<file path="src/rtl/cpu_run_ctrl.sv">
// Run/step/burst/halt controller gating the CPU pipeline clock enable,
// with PC breakpoints and an executed-cycle counter.
module cpu_run_ctrl #(
    parameter int CNT_W  = 20,
    parameter int PC_W   = 32,
    parameter int NUM_BP = 2,
    parameter int BL_W   = 16
) (
    input  logic                   clk,
    input  logic                   resetn,
    input  logic [1:0]             mode,
    input  logic                   go,
    input  logic [BL_W-1:0]        burst_len,
    input  logic [NUM_BP-1:0]      bp_en,
    input  logic [NUM_BP*PC_W-1:0] bp_addr,
    input  logic [PC_W-1:0]        pc_i,
    input  logic                   count_clr,
    output logic                   cpu_ce,
    output logic                   halted,
    output logic [NUM_BP-1:0]      bp_hit,
    output logic [CNT_W-1:0]       cycle_count,
    output logic [BL_W-1:0]        remaining
);

    typedef enum logic [1:0] {
        S_HALTED,
        S_RUN,
        S_STEP,
        S_BURST
    } state_t;

    localparam logic [1:0] M_RUN   = 2'b00;
    localparam logic [1:0] M_STEP  = 2'b01;
    localparam logic [1:0] M_BURST = 2'b10;
    localparam logic [1:0] M_HALT  = 2'b11;

    state_t            state_q, state_d;
    logic              skip_q, skip_d;
    logic [NUM_BP-1:0] bp_hit_q, bp_hit_d;
    logic [CNT_W-1:0]  cycle_count_q, cycle_count_d;
    logic [BL_W-1:0]   remaining_q, remaining_d;

    logic [NUM_BP-1:0] match;
    logic              eff_match;
    logic              active;

    always_comb begin
        match = '0;
        for (int i = 0; i < NUM_BP; i++) begin
            match[i] = bp_en[i] && (pc_i == bp_addr[i*PC_W +: PC_W]);
        end
    end

    // The skip flag masks breakpoints for the first cycle after resume,
    // so a run can restart from the PC it stopped on.
    assign eff_match = (state_q == S_RUN || state_q == S_BURST)
                       && !skip_q && (|match);
    assign active    = (state_q != S_HALTED);
    assign cpu_ce    = active && (mode != M_HALT) && !eff_match;

    always_comb begin
        state_d     = state_q;
        skip_d      = 1'b0;
        bp_hit_d    = bp_hit_q;
        remaining_d = remaining_q;
        unique case (state_q)
            S_HALTED: begin
                if (go) begin
                    if (mode == M_RUN) begin
                        state_d = S_RUN;
                    end else if (mode == M_STEP) begin
                        state_d = S_STEP;
                    end else if (mode == M_BURST && burst_len != '0) begin
                        state_d     = S_BURST;
                        remaining_d = burst_len;
                    end
                end
                if (state_d != S_HALTED) begin
                    skip_d   = 1'b1;
                    bp_hit_d = '0;
                end
            end
            S_RUN: begin
                if (eff_match) begin
                    state_d  = S_HALTED;
                    bp_hit_d = bp_hit_q | match;
                end else if (mode == M_HALT) begin
                    state_d = S_HALTED;
                end
            end
            S_STEP: begin
                state_d = S_HALTED;
            end
            S_BURST: begin
                if (eff_match) begin
                    state_d  = S_HALTED;
                    bp_hit_d = bp_hit_q | match;
                end else if (mode == M_HALT) begin
                    state_d = S_HALTED;
                end else begin
                    remaining_d = remaining_q - BL_W'(1);
                    if (remaining_q == BL_W'(1)) begin
                        state_d = S_HALTED;
                    end
                end
            end
        endcase
    end

    always_comb begin
        cycle_count_d = cycle_count_q;
        if (count_clr) begin
            cycle_count_d = '0;
        end else if (cpu_ce) begin
            cycle_count_d = cycle_count_q + CNT_W'(1);
        end
    end

    always_ff @(posedge clk or negedge resetn) begin
        if (!resetn) begin
            state_q       <= S_HALTED;
            skip_q        <= 1'b0;
            bp_hit_q      <= '0;
            cycle_count_q <= '0;
            remaining_q   <= '0;
        end else begin
            state_q       <= state_d;
            skip_q        <= skip_d;
            bp_hit_q      <= bp_hit_d;
            cycle_count_q <= cycle_count_d;
            remaining_q   <= remaining_d;
        end
    end

    assign halted      = (state_q == S_HALTED);
    assign bp_hit      = bp_hit_q;
    assign cycle_count = cycle_count_q;
    assign remaining   = remaining_q;

endmodule
</file>
<file path="config.mk">
export PLATFORM = sky130hd
export DESIGN_NAME = cpu_run_ctrl
export DESIGN_NICKNAME = d
export VERILOG_FILES = /design/src/rtl/cpu_run_ctrl.sv
export SDC_FILE = /design/constraint.sdc
export NUM_CORES = 1
export LEC_CHECK = 0
export CORE_MARGIN = 1
export CORE_UTILIZATION = 38
export DETAILED_ROUTE_END_ITERATION = 10
export PLACE_DENSITY = 0.78
export SETUP_SLACK_MARGIN = 0.2
export SLEW_MARGIN = 20
export SYNTH_ARGS = -nofsm -noshare
export SYNTH_HDL_FRONTEND = slang
export SYNTH_SLANG_ARGS = --single-unit
</file>
<file path="constraint.sdc">
create_clock -name clk -period 2.8 [get_ports clk]
set_clock_uncertainty 0.15 [all_clocks]
set_input_delay 0.7 -clock clk [delete_from_list [all_inputs] [get_ports clk]]
set_output_delay 0.7 -clock clk [all_outputs]
set_load 0.1 [all_outputs]
</file>
==> metrics <==
outcome finished with violations; failing checks negative setup slack; Post-Layout Inst Area 6580 um2; leakage power figure 3.05 nW; dominant synthesized flop cell dfrtp_1; pin slew with the least headroom to its limit a little under 600 ps; TritonCTS clock tree yes; Critical Path End Type output pin; detailed-routing iteration count for the pre-antenna-repair pass 5; power per cell area roughly 550 nW/um2; synthesized netlist cell count a little over 400; maximum cell stage delay along the critical path roughly 380 ps; area of all sequential standard cells 1040 um2; min-delay worst type in2async; portion of synthesized cell area occupied by the leading cell type 0.307; ANT nets after route 0; final critical-path setup slack -481 ps; filler cell count a little over 500; Fmax approximately 0.30 GHz; violation count after the first detailed-route iteration 278; Largest delay share family, worst path simple AND/OR/NAND/NOR gates; most instantiated cells after synthesis 45 x xnor2_1, 41 x dfrtp_1, 34 x nand2_1, 34 x nor2_1, 28 x a21oi_1; CTS Root Cell clkbuf_8; critical-path maximum fanout 2; cell area after placement 5490 um2; total global routing overflow 0; critical path data arrival time 2430 ps; vias in the first global route 4440; Required @ worst endpoint roughly 2000 ps; count of nets after finishing approximately 800; Yosys warning total 0; cts bufs inserted 5; number of max-slew violations in the final report 0; effective utilization at floorplan 0.399; count of hold buffers inserted by post-cts repair 0; count of final hold-check violations 0; Die H 95.8 um; total buffers and inverters traversed by the critical path 4; register clock-pin slew on the reported worst setup and hold paths around 90 ps; maximum number of pins on one net before global-route repair 19; share of final-layout standard cells stronger than drive strength 1 0.454; largest area contributor in the netlist dfrtp_1; die area around 9200 um2; post-layout min period roughly 3300 ps; GRT Total Usage 0.322; Finish-stage setup viols 27; Vias/cell around 6; number of synthesized flops with an enable pin 0; area used by multi-input combinational logic 2940 um2; cells taking the most area after synthesis dfrtp_1 31%, xnor2_1 12%, xor2_1 6.0%, nand4_1 5.0%, a21oi_1 4.2%; average wire length per cell after detail routing 21.0 um; Routed Wire Length 16300 um; std cell rows 33; Rel. slew slack 0.604; maximum clock path buffer count 2; DIE WIDTH ~96 um; type of origin of the critical path input port; total standard cell area after synthesis about 3300 um2; number of antenna violations at the first check in global routing 1; Core ar. between 8000 and 9000 um2; estimated wirelength of the detail-placed design about 10000 um; H-tree level count 2; series of cell instances along the critical path buf_6 -> buf_4 -> xnor2_4 -> nand4_1 -> nor4bb_4 -> buf_4 -> nand4_1 -> and3_4 -> buf_12; final non-filler cell total ~780; part of the cycle the worst path needs 1.17; number of placed instances, taps included about 730; kind of critical path in2out; total nets after synthesis 527; VDD IR max around 840 uV; post-placement worst setup slack -723 ps; wire length of the first global-routing pass 22300 um; area added between synthesis and finish 96.7%; count of port buffers added during placement between 150 and 200; portion of the post-synthesis area used by sequential elements 0.307; top-count cell post-synth xnor2_1; max-capacitance violation count 0; unrepaired setup endpoints after global routing true; worst-skew pair later-pin latency about 300 ps; sink count of the clock tree a little over 40; master of the slowest instance on the critical path nor4bb_4; routability cong. roughly 0.93; DR DRC count 0; Distinct cells, synth between 50 and 60; ys async rst share 1.00; number of register bits inferred by synthesis a little over 40; boundary pin count 160; Post-Synthesis Mean Instance Area 8.28 um2; detailed-route via count 4573
[state kept, by name, summed over array words and instances, names as in the netlist]
name         count
cycle_count     20
remaining       16
bp_hit           2
state_q          2
skip_q           1
[where the power goes]
part           internal, mW  switching, mW  total, mW
Clock                 0.172          0.225      0.397
Combinational         0.752           1.53       2.28
Sequential            0.720          0.218      0.938
Total                  1.64           1.97       3.62
[per-stage QoR]
| step | utilization | setup TNS (ps) | power [mW] | hold slack (ps) |
|---|---|---|---|---|
| 3_3_place_gp | 0.655 | -14320 | 2.89 | 331 |
| 2_1_floorplan | - | -135 | 2.26 | 254 |
| 5_1_grt | 0.785 | -5220 | 3.75 | 166 |
| 6_report | 0.785 | -3710 | 3.62 | 161 |
| 4_1_cts | 0.745 | -718 | 3.46 | 151 |
| 3_5_place_dp | 0.655 | -15400 | 2.93 | 364 |
[cells in the final DEF, fill, tap and decap left out, types with 20 or more instances in the layout]
cell,instances
buf_4,129
dlygate4sd2_1,47
xnor2_2,39
nand2_1,33
dfrtp_1,32
nor2_1,31
nand4_1,27
clkdlybuf4s50_1,24
a21oi_1,22
buf_6,20
[routing by layer]
layer	routed length, um	global-route usage	vias to the layer above
li1	-	-	2007
met3	1100	0.0600	88
met1	5850	0.381	2204
met4	932	0.129	0
met5	0	0	-
met2	8420	0.573	274
[logic make-up after synthesis]
logic type | Yosys count | share of synthesized area
XOR/XNOR | 68 | 0.178
buffers and inverters | 27 | 0.0374
multiplexers | 3 | 0.00972
AO/OA/AOI/OAI | 78 | 0.149
flip-flops | 41 | 0.307
adder cells (fa/ha/maj) | 3 | 0.0112
AND/OR/NAND/NOR | 184 | 0.308
[layout make-up]
| class | count | area share |
|---|---|---|
| inverters | 15 | 0.00855 |
| multi-input cells | 336 | 0.447 |
| repair buffers | 269 | 0.353 |
| well taps | 105 | 0.0200 |
| diodes | 3 | 0.00114 |
| flip-flops and latches | 41 | 0.158 |
| clock buffers | 5 | 0.0105 |
| clock inverters | 3 | 0.00266 |
[final timing paths]
path / slack, ps / startpoint / cells after the start / endpoint
setup / recovery: -480 / pc_i[22] / 9 / cpu_ce
hold / removal: 160 / resetn / 1 / cycle_count[18]$_DFFE_PN0P_
setup reg to reg: 110 / remaining[1]$_DFFE_PN0P_ / 8 / remaining[14]$_DFFE_PN0P_
hold reg to reg: 410 / remaining[4]$_DFFE_PN0P_ / 1 / remaining[4]$_DFFE_PN0P_
max in group asynchronous: 1780 / resetn / 2 / remaining[4]$_DFFE_PN0P_
min in group clk: 410 / remaining[4]$_DFFE_PN0P_ / 1 / remaining[4]$_DFFE_PN0P_
[repair_timing]
action | 4_1_cts | 5_1_grt
setup endpoints to repair | 40 | 37
endpoints found under the hold margin | 0 | 0
setup buffers | 19 | 16
resized for setup | 207 | 100
cloned | 3 | 0
pin swaps | 70 | 69
No activity file was read; power rests on OpenSTA's default activity.
